**src/rtl/servo_pkg.sv**
```systemverilog
// Shared servo definitions: angle type, ramp FSM states and the system clock rate
// used by both the ramp limiter and the PWM stage.
package servo_pkg;

    localparam int ANGLE_W       = 8;
    localparam int ANGLE_MAX_DEG = 180;
    localparam int CLK_HZ        = 50_000_000;

    typedef logic [ANGLE_W-1:0] angle_t;

    typedef enum logic [1:0] {
        IDLE   = 2'd0,
        RAMP   = 2'd1,
        SETTLE = 2'd2
    } ramp_state_e;

    // Tick counter width: enough bits to hold the larger of the two interval limits.
    function automatic int cnt_width(input int step_ticks, input int settle_ticks);
        int m;
        int w;
        m = (step_ticks > settle_ticks) ? step_ticks : settle_ticks;
        w = $clog2(m);
        return (w < 1) ? 1 : w;
    endfunction

endpackage

```
**src/rtl/servo_angle_ramp_if.sv**
```systemverilog
// Target-command handshake plus the angle/status outputs of the servo ramp limiter.
// master drives targets and hold; slave is the ramp limiter itself.
interface servo_angle_ramp_if;
    import servo_pkg::*;

    angle_t target_angle;
    logic   target_valid;
    logic   target_ready;
    logic   hold;
    angle_t angle;
    logic   busy;
    logic   at_target;
    logic   clamped;

    modport master (
        output target_angle, target_valid, hold,
        input  target_ready, angle, busy, at_target, clamped
    );

    modport slave (
        input  target_angle, target_valid, hold,
        output target_ready, angle, busy, at_target, clamped
    );

endinterface

```
**src/rtl/ramp_tick_counter.sv**
```systemverilog
// Clearable tick counter with enable; wraps to zero on the cycle it reaches the
// runtime terminal value 'last' and flags that cycle combinationally.
module ramp_tick_counter #(
    parameter int CNT_W = 3
) (
    input  logic             clk,
    input  logic             reset_n,
    input  logic             clear,
    input  logic             en,
    input  logic [CNT_W-1:0] last,
    output logic             terminal
);

    logic [CNT_W-1:0] count_reg;
    logic [CNT_W-1:0] count_next;

    assign terminal = (count_reg == last);

    always_comb begin
        count_next = count_reg;
        if (clear) begin
            count_next = '0;
        end else if (en) begin
            count_next = terminal ? '0 : count_reg + CNT_W'(1);
        end
    end

    always_ff @(posedge clk or negedge reset_n) begin
        if (!reset_n) begin
            count_reg <= '0;
        end else begin
            count_reg <= count_next;
        end
    end

endmodule

```
**src/rtl/servo_angle_ramp.sv**
```systemverilog
// Slew-rate limiter ahead of the servo PWM stage: steps the angle 1 degree per
// STEP_TICKS toward the accepted target, then settles. Optional lower clamp: SERVO_SOFT_LIMIT_EN.
module servo_angle_ramp
    import servo_pkg::*;
#(
    parameter int STEP_TICKS   = 500_000,
    parameter int SETTLE_TICKS = 1_000_000,
    parameter int HOME_ANGLE   = 90,
    parameter int MAX_ANGLE    = ANGLE_MAX_DEG
`ifdef SERVO_SOFT_LIMIT_EN
    ,
    parameter int MIN_ANGLE    = 0
`endif
) (
    input  logic               clk,
    input  logic               reset_n,
    servo_angle_ramp_if.slave  bus
);

    localparam int               CNT_W       = cnt_width(STEP_TICKS, SETTLE_TICKS);
    localparam logic [CNT_W-1:0] STEP_LAST   = CNT_W'(STEP_TICKS - 1);
    localparam logic [CNT_W-1:0] SETTLE_LAST = CNT_W'(SETTLE_TICKS - 1);
    localparam angle_t           MAX_A       = angle_t'(MAX_ANGLE);

`ifdef SERVO_SOFT_LIMIT_EN
    localparam angle_t MIN_A    = angle_t'(MIN_ANGLE);
    localparam int     HOME_FIT = (HOME_ANGLE < MIN_ANGLE) ? MIN_ANGLE :
                                  (HOME_ANGLE > MAX_ANGLE) ? MAX_ANGLE : HOME_ANGLE;
    localparam angle_t HOME_RST = angle_t'(HOME_FIT);

    generate
        if (MIN_ANGLE > MAX_ANGLE) begin : g_bad_limits
            $error("servo_angle_ramp: MIN_ANGLE exceeds MAX_ANGLE");
        end
        if (HOME_ANGLE != HOME_FIT) begin : g_home_forced
            $warning("servo_angle_ramp: HOME_ANGLE outside soft limits, forced into range");
        end
    endgenerate
`else
    localparam angle_t HOME_RST = angle_t'(HOME_ANGLE);
`endif

    ramp_state_e state_reg, state_next;
    angle_t      angle_reg, angle_next;
    angle_t      tgt_reg, tgt_next;
    logic        clamped_reg, clamped_next;
    logic        ready_reg, busy_reg, at_target_reg;

    angle_t           tgt_clamped;
    logic             clamp_hit;
    angle_t           angle_step;
    logic             accept;
    logic             cnt_clear, cnt_en, cnt_terminal;
    logic [CNT_W-1:0] cnt_last;

    assign accept     = bus.target_valid && ready_reg;
    assign angle_step = (angle_reg < tgt_reg) ? angle_reg + 8'd1 : angle_reg - 8'd1;
    assign cnt_last   = (state_reg == SETTLE) ? SETTLE_LAST : STEP_LAST;

    always_comb begin
        tgt_clamped = bus.target_angle;
        clamp_hit   = 1'b0;
        if (bus.target_angle > MAX_A) begin
            tgt_clamped = MAX_A;
            clamp_hit   = 1'b1;
        end
`ifdef SERVO_SOFT_LIMIT_EN
        else if (bus.target_angle < MIN_A) begin
            tgt_clamped = MIN_A;
            clamp_hit   = 1'b1;
        end
`endif
    end

    ramp_tick_counter #(
        .CNT_W (CNT_W)
    ) u_tick (
        .clk      (clk),
        .reset_n  (reset_n),
        .clear    (cnt_clear),
        .en       (cnt_en),
        .last     (cnt_last),
        .terminal (cnt_terminal)
    );

    always_comb begin
        state_next   = state_reg;
        angle_next   = angle_reg;
        tgt_next     = tgt_reg;
        clamped_next = 1'b0;
        cnt_clear    = 1'b0;
        cnt_en       = 1'b0;
        unique case (state_reg)
            IDLE: begin
                if (accept) begin
                    tgt_next     = tgt_clamped;
                    clamped_next = clamp_hit;
                    if (tgt_clamped != angle_reg) begin
                        state_next = RAMP;
                        cnt_clear  = 1'b1;
                    end
                end
            end
            RAMP: begin
                if (!bus.hold) begin
                    cnt_en = 1'b1;
                    // Counter wraps on the step edge, so SETTLE starts from zero.
                    if (cnt_terminal) begin
                        angle_next = angle_step;
                        if (angle_step == tgt_reg) begin
                            state_next = SETTLE;
                        end
                    end
                end
            end
            SETTLE: begin
                if (!bus.hold) begin
                    cnt_en = 1'b1;
                    if (cnt_terminal) begin
                        state_next = IDLE;
                    end
                end
            end
            default: state_next = IDLE;
        endcase
    end

    always_ff @(posedge clk or negedge reset_n) begin
        if (!reset_n) begin
            state_reg     <= IDLE;
            angle_reg     <= HOME_RST;
            tgt_reg       <= HOME_RST;
            clamped_reg   <= 1'b0;
            ready_reg     <= 1'b1;
            busy_reg      <= 1'b0;
            at_target_reg <= 1'b1;
        end else begin
            state_reg     <= state_next;
            angle_reg     <= angle_next;
            tgt_reg       <= tgt_next;
            clamped_reg   <= clamped_next;
            ready_reg     <= (state_next == IDLE);
            busy_reg      <= (state_next != IDLE);
            at_target_reg <= (state_next == IDLE);
        end
    end

    assign bus.target_ready = ready_reg;
    assign bus.angle        = angle_reg;
    assign bus.busy         = busy_reg;
    assign bus.at_target    = at_target_reg;
    assign bus.clamped      = clamped_reg;

endmodule
```
**src/flat_wrapper.sv**
```systemverilog
// flat-port wrapper written by rule: the top's interface ports become plain ports
module servo_angle_ramp_flat import servo_pkg::*;
#(
    parameter int STEP_TICKS   = 500_000,
    parameter int SETTLE_TICKS = 1_000_000,
    parameter int HOME_ANGLE   = 90,
    parameter int MAX_ANGLE    = ANGLE_MAX_DEG

)
  (clk, reset_n, bus_target_angle, bus_target_valid, bus_hold, bus_target_ready, bus_angle, bus_busy, bus_at_target, bus_clamped);
  servo_angle_ramp_if bus_i ();
  input  logic clk;
  input  logic reset_n;
  input wire logic [$bits(bus_i.target_angle)-1:0] bus_target_angle;
  input wire logic [$bits(bus_i.target_valid)-1:0] bus_target_valid;
  input wire logic [$bits(bus_i.hold)-1:0] bus_hold;
  output wire logic [$bits(bus_i.target_ready)-1:0] bus_target_ready;
  output wire logic [$bits(bus_i.angle)-1:0] bus_angle;
  output wire logic [$bits(bus_i.busy)-1:0] bus_busy;
  output wire logic [$bits(bus_i.at_target)-1:0] bus_at_target;
  output wire logic [$bits(bus_i.clamped)-1:0] bus_clamped;
  assign bus_i.target_angle = bus_target_angle;
  assign bus_i.target_valid = bus_target_valid;
  assign bus_i.hold = bus_hold;
  assign bus_target_ready = bus_i.target_ready;
  assign bus_angle = bus_i.angle;
  assign bus_busy = bus_i.busy;
  assign bus_at_target = bus_i.at_target;
  assign bus_clamped = bus_i.clamped;
  servo_angle_ramp #(.STEP_TICKS(STEP_TICKS), .SETTLE_TICKS(SETTLE_TICKS), .HOME_ANGLE(HOME_ANGLE), .MAX_ANGLE(MAX_ANGLE)) u_core (.clk(clk), .reset_n(reset_n), .bus(bus_i));
endmodule
```
**config.mk**
```make
export PLATFORM = sky130hd
export DESIGN_NAME = servo_angle_ramp_flat
export DESIGN_NICKNAME = d
export VERILOG_FILES = /design/src/rtl/servo_pkg.sv /design/src/rtl/servo_angle_ramp_if.sv /design/src/rtl/ramp_tick_counter.sv /design/src/rtl/servo_angle_ramp.sv /design/src/flat_wrapper.sv
export SDC_FILE = /design/constraint.sdc
export NUM_CORES = 1
export LEC_CHECK = 0
export CAP_MARGIN = 5
export CORE_MARGIN = 1.5
export CORE_UTILIZATION = 55
export CTS_CLUSTER_SIZE = 28
export DETAILED_ROUTE_END_ITERATION = 12
export GPL_ROUTABILITY_DRIVEN = 0
export PLACE_DENSITY = 0.77
export SETUP_SLACK_MARGIN = 0.2
export SYNTH_ARGS = -nofsm -noshare
export SYNTH_HDL_FRONTEND = slang
export SYNTH_HIERARCHICAL = 1
export SYNTH_SLANG_ARGS = --single-unit
```
**constraint.sdc**
```tcl
create_clock -name clk -period 10 [get_ports clk]
set_clock_uncertainty 0.1 [all_clocks]
set_input_delay 3 -clock clk [delete_from_list [all_inputs] [get_ports clk]]
set_output_delay 3 -clock clk [all_outputs]
set_load 0.02 [all_outputs]
```
# --- After elaboration in Yosys (flattened, before gate mapping) ---
# Cells that the tools add are included.
totals:
  reg_bits: 41
  inputBits: 12
  output_inout_bits: 12
  wordCells: 48
classes:
  n_addsub: 3
  order_cmp: 2
  n_eq_ne: 5
  mux: 22
  bitwise_logic: 1
  n_reduce_logical: 8
op_table:
  columns: ["op", "n"]
  rows:
  - ["$mux W20", 4]
  - ["$add A20 B1 Y20 const B", 1]
  - ["$eq A20 B20 Y1", 1]
  - ["$mux W8", 2]
  - ["$mux W2", 7]
  - ["$add A8 B1 Y8 const B", 1]
  - ["$eq A8 B8 Y1", 1]
  - ["$gt A8 B8 Y1 const B", 1]
  - ["$lt A8 B8 Y1", 1]
  - ["$mux W1", 8]
  - ["$ne A8 B8 Y1", 1]
  - ["$sub A8 B1 Y8 const B", 1]
  - ["$pmux W2 S3", 1]
  - ["$logic_not A2 Y1", 2]
  - ["$reduce_bool A2 Y1", 2]
  - ["$reduce_and A3 Y1", 1]
  - ["$eq A2 B1 Y1 const B", 1]
  - ["$eq A2 B2 Y1 const B", 1]
  - ["$reduce_and A2 Y1", 1]
  - ["$reduce_or A2 Y1", 1]
  - ["$logic_and A1 B1 Y1", 1]
  - ["$not A1 Y1", 1]

# --- Longest topological paths before layout ---
logic_depth:
  word_depth: 8
  mapped_depth: 16

# --- Hierarchy ---
# The synthesis kept the hierarchy.
by_module_without_submodules:
  columns: ["module", "n_inst", "cells_each", "area_per_inst_um2", "seq_area_each_um2"]
  rows:
  - ["servo_angle_ramp", 1, 215, 1871.8, 536.8]
  - ["ramp_tick_counter", 1, 144, 1423.9, 500.5]

# --- Worst setup path before layout ---
# No wires, ideal clock.
synth_path:
  kind: "input -> register"
  from: "input port bus_target_angle[6]"
  to: "register u_core.u_tick.count_reg[8]"
  setup_time_ns: 0.132
  arrival_ns: 4.902
  required_time_ns: 9.768
  setup_slack_ns: 4.865
  stages: 11
  path_buffers: 0
  path_cell_list: "and2_1 -> a311oi_1 -> xor2_1 -> o21ai_0 -> nor2_1 -> nor2_1 -> nor2_1 -> nor2_1 -> and3_1 -> a31oi_1 -> nor3_1"
synth_via:
  elab_chain_cells: 7
synth_rtl:
  columns: ["element", "line", "rtl"]
  rows:
  - ["start: declaration", "flat_wrapper.sv:14", "input wire logic [$bits(bus_i.target_angle)-1:0] bus_target_angle;"]
  - ["$gt A8 B8 Y1", "servo_angle_ramp.sv:63", "if (bus.target_angle > MAX_A) begin"]
  - ["$mux W8 (*)", "servo_angle_ramp.sv:63", null]
  - ["$ne A8 B8 Y1 (*)", "servo_angle_ramp.sv:98", "if (tgt_clamped != angle_reg) begin"]
  - ["$mux W1 (*)", "servo_angle_ramp.sv:98", null]
  - ["$mux W1 (*)", "servo_angle_ramp.sv:95", "if (accept) begin"]
  - ["$mux W1 (*)", "servo_angle_ramp.sv:93", "unique case (state_reg)"]
  - ["net u_core.cnt_clear", "servo_angle_ramp.sv:53", "logic cnt_clear, cnt_en, cnt_terminal;"]
  - ["$mux W20 or $reduce_bool A2 Y1 (tied branches)", null, null]
  - ["end signal: assignment", "ramp_tick_counter.sv:32", "count_reg <= count_next;"]
  - ["end: declaration", "ramp_tick_counter.sv:14", "logic [CNT_W-1:0] count_reg;"]
# Mark *: on every way through the listed nets, which the timed path passes. The rest lies on a longest branch.
# A chain may end at the register's enable or synchronous reset.

# --- Worst setup path after layout ---
layout_path:
  from: "input port bus_target_angle[5]"
  to: "register u_core.u_tick.count_reg[12]"
# Same word-level chain as after synthesis.

==> results.sh <==
export IMPL_status="completed"
export IMPL_fin_area_sq_um=3660
export IMPL_cts_resized=0
export IMPL_power_density_nw_per_um2=155
export IMPL_grt_max_degree=42
export IMPL_ant_nets=0
export IMPL_holdBufCountCts=0
export IMPL_drt_wl_total_um=7210
export IMPL_cp_arrival_ns=6.29
export IMPL_fin_crit_sh_pct=62.2
export IMPL_post_place_cells=455
export IMPL_cp_endpoint="u_core/u_tick/count_reg[12]$_DFFE_PN0P_"
export IMPL_io_buffers=23
export IMPL_clk_pin_slew_ns=0.08
export IMPL_synth_area_sq_um=3300
export IMPL_fin_nets=421
export IMPL_core_sq_um=5850
export IMPL_initial_core_util_pct=56.3
export IMPL_grt_pass1_vias=2571
export IMPL_cts_buffers=5
export IMPL_drt_pass1_iter_count=4
export IMPL_synthCells=359
export IMPL_critPathMaxFanout=15
export IMPL_largest_register_ffs=20
export IMPL_synth_commonest_cells="38 x nand2_1, 32 x dfrtp_1, 23 x xnor2_1"
export IMPL_seqCellArea_sq_um=1040
export IMPL_die_y_um=80.4
export IMPL_relSlewSlack_pct=37.3
export IMPL_rrSetupSlack_ns=5.58
export IMPL_drv_slew=0
export IMPL_synth_edf_count=0
export IMPL_cts_sinks=41
export IMPL_reg2reg_depth=15
export IMPL_timing_rr_end="u_core/bus.busy$_DFF_PN0_"
export IMPL_clock_latency_ns=0.29
export IMPL_design_die_area_sq_um=6470
export IMPL_num_vias=2698
export IMPL_fillers=500
export IMPL_route_detailed_drc=0
export IMPL_cts_root_buf="clkbuf_8"
export IMPL_setup_violations=0
export IMPL_synth_top_area_share_pct=24.3
export IMPL_r2r_start="u_core/tgt_reg[6]$_DFFE_PN1P_"
export IMPL_async_reset_ff_share_pct=100
export IMPL_overflow=0
export IMPL_critPathCaptureType="register"
export IMPL_fmax_mhz=161
export IMPL_drive_gt1_share_pct=10.3
export IMPL_multiInputGateArea_sq_um=2150
export IMPL_ios=24
export IMPL_hp_class="register to register"
export IMPL_hold_viol_final=0
export IMPL_stdcell_count=463
export IMPL_cts_max_level=2
export IMPL_areaGrowthSynthToFinish_pct=11.1
export IMPL_synth_seq_cells=41
export IMPL_critPathKind="input port to register"
export IMPL_ys_seq_area_share_pct=31.5
export IMPL_peakVddDrop_mv=0.108
export IMPL_yosys_most_used_dff="dfrtp_1"
export IMPL_rsz0062_at_grt="no"
export IMPL_rows=28
export IMPL_grt_pass1_wl_um=12100
export IMPL_p_leak_nw=1.66
export IMPL_synth_warnings=6
export IMPL_cp_startpoint="bus_target_angle[5]"
export IMPL_cp_required_ns=10.07
export IMPL_fp_dieW_um=80.4
export IMPL_dp_hpwl_um=5480
export IMPL_synth_distinct_cells=75
export IMPL_synthTopCellsByArea="dfrtp_1 24%, ha_1 8.0%, dfstp_2 7.2%"
export IMPL_drt_iter0_drc=143
export IMPL_diodes=0
export IMPL_synth_top_area_cell="dfrtp_1"
export IMPL_synth_avg_cell_area_sq_um=9.18
export IMPL_antenna_found_initial=0
export IMPL_period_minus_slack_ns=6.22
export IMPL_viasPerCell=5.83
export IMPL_cts_tree="yes"
export IMPL_wire_per_inst_um=15.6
export IMPL_post_cts_buffers=0
export IMPL_grt_use_total_pct=24.5
export IMPL_start_kind="input port"
export IMPL_worst_pin_slew_ns=0.941
export IMPL_drv_cap=0
export IMPL_dpl_cell_area_sq_um=3570
export IMPL_yosysMostFrequentCell="nand2_1"
export IMPL_setup_tns_ns=0
export IMPL_cts_max_path_buffers=2
-- layout by cell type, fill, tap and decap left out, types with 7 or more instances in the layout --
| cell | instances |
|---|---|
| nand2_1 | 38 |
| dfrtp_1 | 32 |
| xnor2_1 | 23 |
| clkdlybuf4s50_1 | 22 |
| xor2_1 | 22 |
| nor2_1 | 21 |
| ha_1 | 21 |
| inv_1 | 17 |
| a21oi_1 | 17 |
| o21ai_0 | 17 |
| conb_1 | 13 |
| nor3_1 | 10 |
| dfstp_2 | 9 |
| nand3_1 | 8 |
| nand4_1 | 7 |
-- how the worst min path moves through the flow --
stage	start	end	slack, ns	cells after the start
2_1_floorplan	u_core/tgt_reg[2]$_DFFE_PN0P_	u_core/tgt_reg[2]$_DFFE_PN0P_	0.35	2
3_3_place_gp	u_core/tgt_reg[0]$_DFFE_PN0P_	u_core/tgt_reg[0]$_DFFE_PN0P_	0.38	2
3_5_place_dp	u_core/tgt_reg[0]$_DFFE_PN0P_	u_core/tgt_reg[0]$_DFFE_PN0P_	0.38	2
4_1_cts	u_core/tgt_reg[0]$_DFFE_PN0P_	u_core/tgt_reg[0]$_DFFE_PN0P_	0.40	2
5_1_grt	u_core/tgt_reg[1]$_DFFE_PN1P_	u_core/tgt_reg[1]$_DFFE_PN1P_	0.44	2
6_report	u_core/tgt_reg[0]$_DFFE_PN0P_	u_core/tgt_reg[0]$_DFFE_PN0P_	0.40	2
-- through the flow --
step                setup slack [ns]  utilization, %  total power [W]  hold slack, ns
floorplan                       4.87               -         0.000396           0.350
global placement                3.63            61.0         0.000449           0.378
detailed placement              3.52            61.0         0.000456           0.383
CTS                             3.82            62.6         0.000571           0.401
global route                    3.42            62.6         0.000613           0.440
finish                          3.78            62.6         0.000566           0.395
-- final cells by class --
type | count | area share (%)
well taps | 75 | 2.56
clock buffers | 8 | 2.46
repair buffers | 23 | 6.15
inverters | 17 | 1.74
flip-flops and latches | 41 | 28.3
multi-input cells | 299 | 58.7
-- critical path: stages --
cell and delay (ns):
clkdlybuf4s50_1 0.60, o211a_1 0.19, o21ai_1 0.13, and3_1 0.24
o2111ai_1 0.25, nor2_1 0.11, nor2_1 0.66, nor2_1 0.35
nor3_1 0.38, nand4_1 0.16, xor2_1 0.16, nor2_1 0.05
-- kinds of logic after synthesis --
kind of cell | synth area share, %
fa+ha+maj | 8.58
xor+xnor | 13.3
other cells | 0.228
simple gates | 25.1
compound gates | 15.8
mux | 0.987
flops | 31.5
buf+inv | 4.52
-- per-layer routing --
layer	track usage, %	wire, um	vias up
met5	0	0	-
met3	4.66	274	20
met2	41.5	3640	71
met4	12.1	286	0
met1	29.6	3010	1273
li1	-	-	1334
-- power breakdown --
| part | internal [W] | leakage (nW) | switching, W |
|---|---|---|---|
| logic | 0.0000930 | 1.10 | 0.000121 |
| clock network | 0.0000563 | 0.0455 | 0.0000558 |
| registers | 0.000202 | 0.516 | 0.0000373 |
| total | 0.000351 | 1.66 | 0.000214 |
Power figures use the tool's default switching activity.
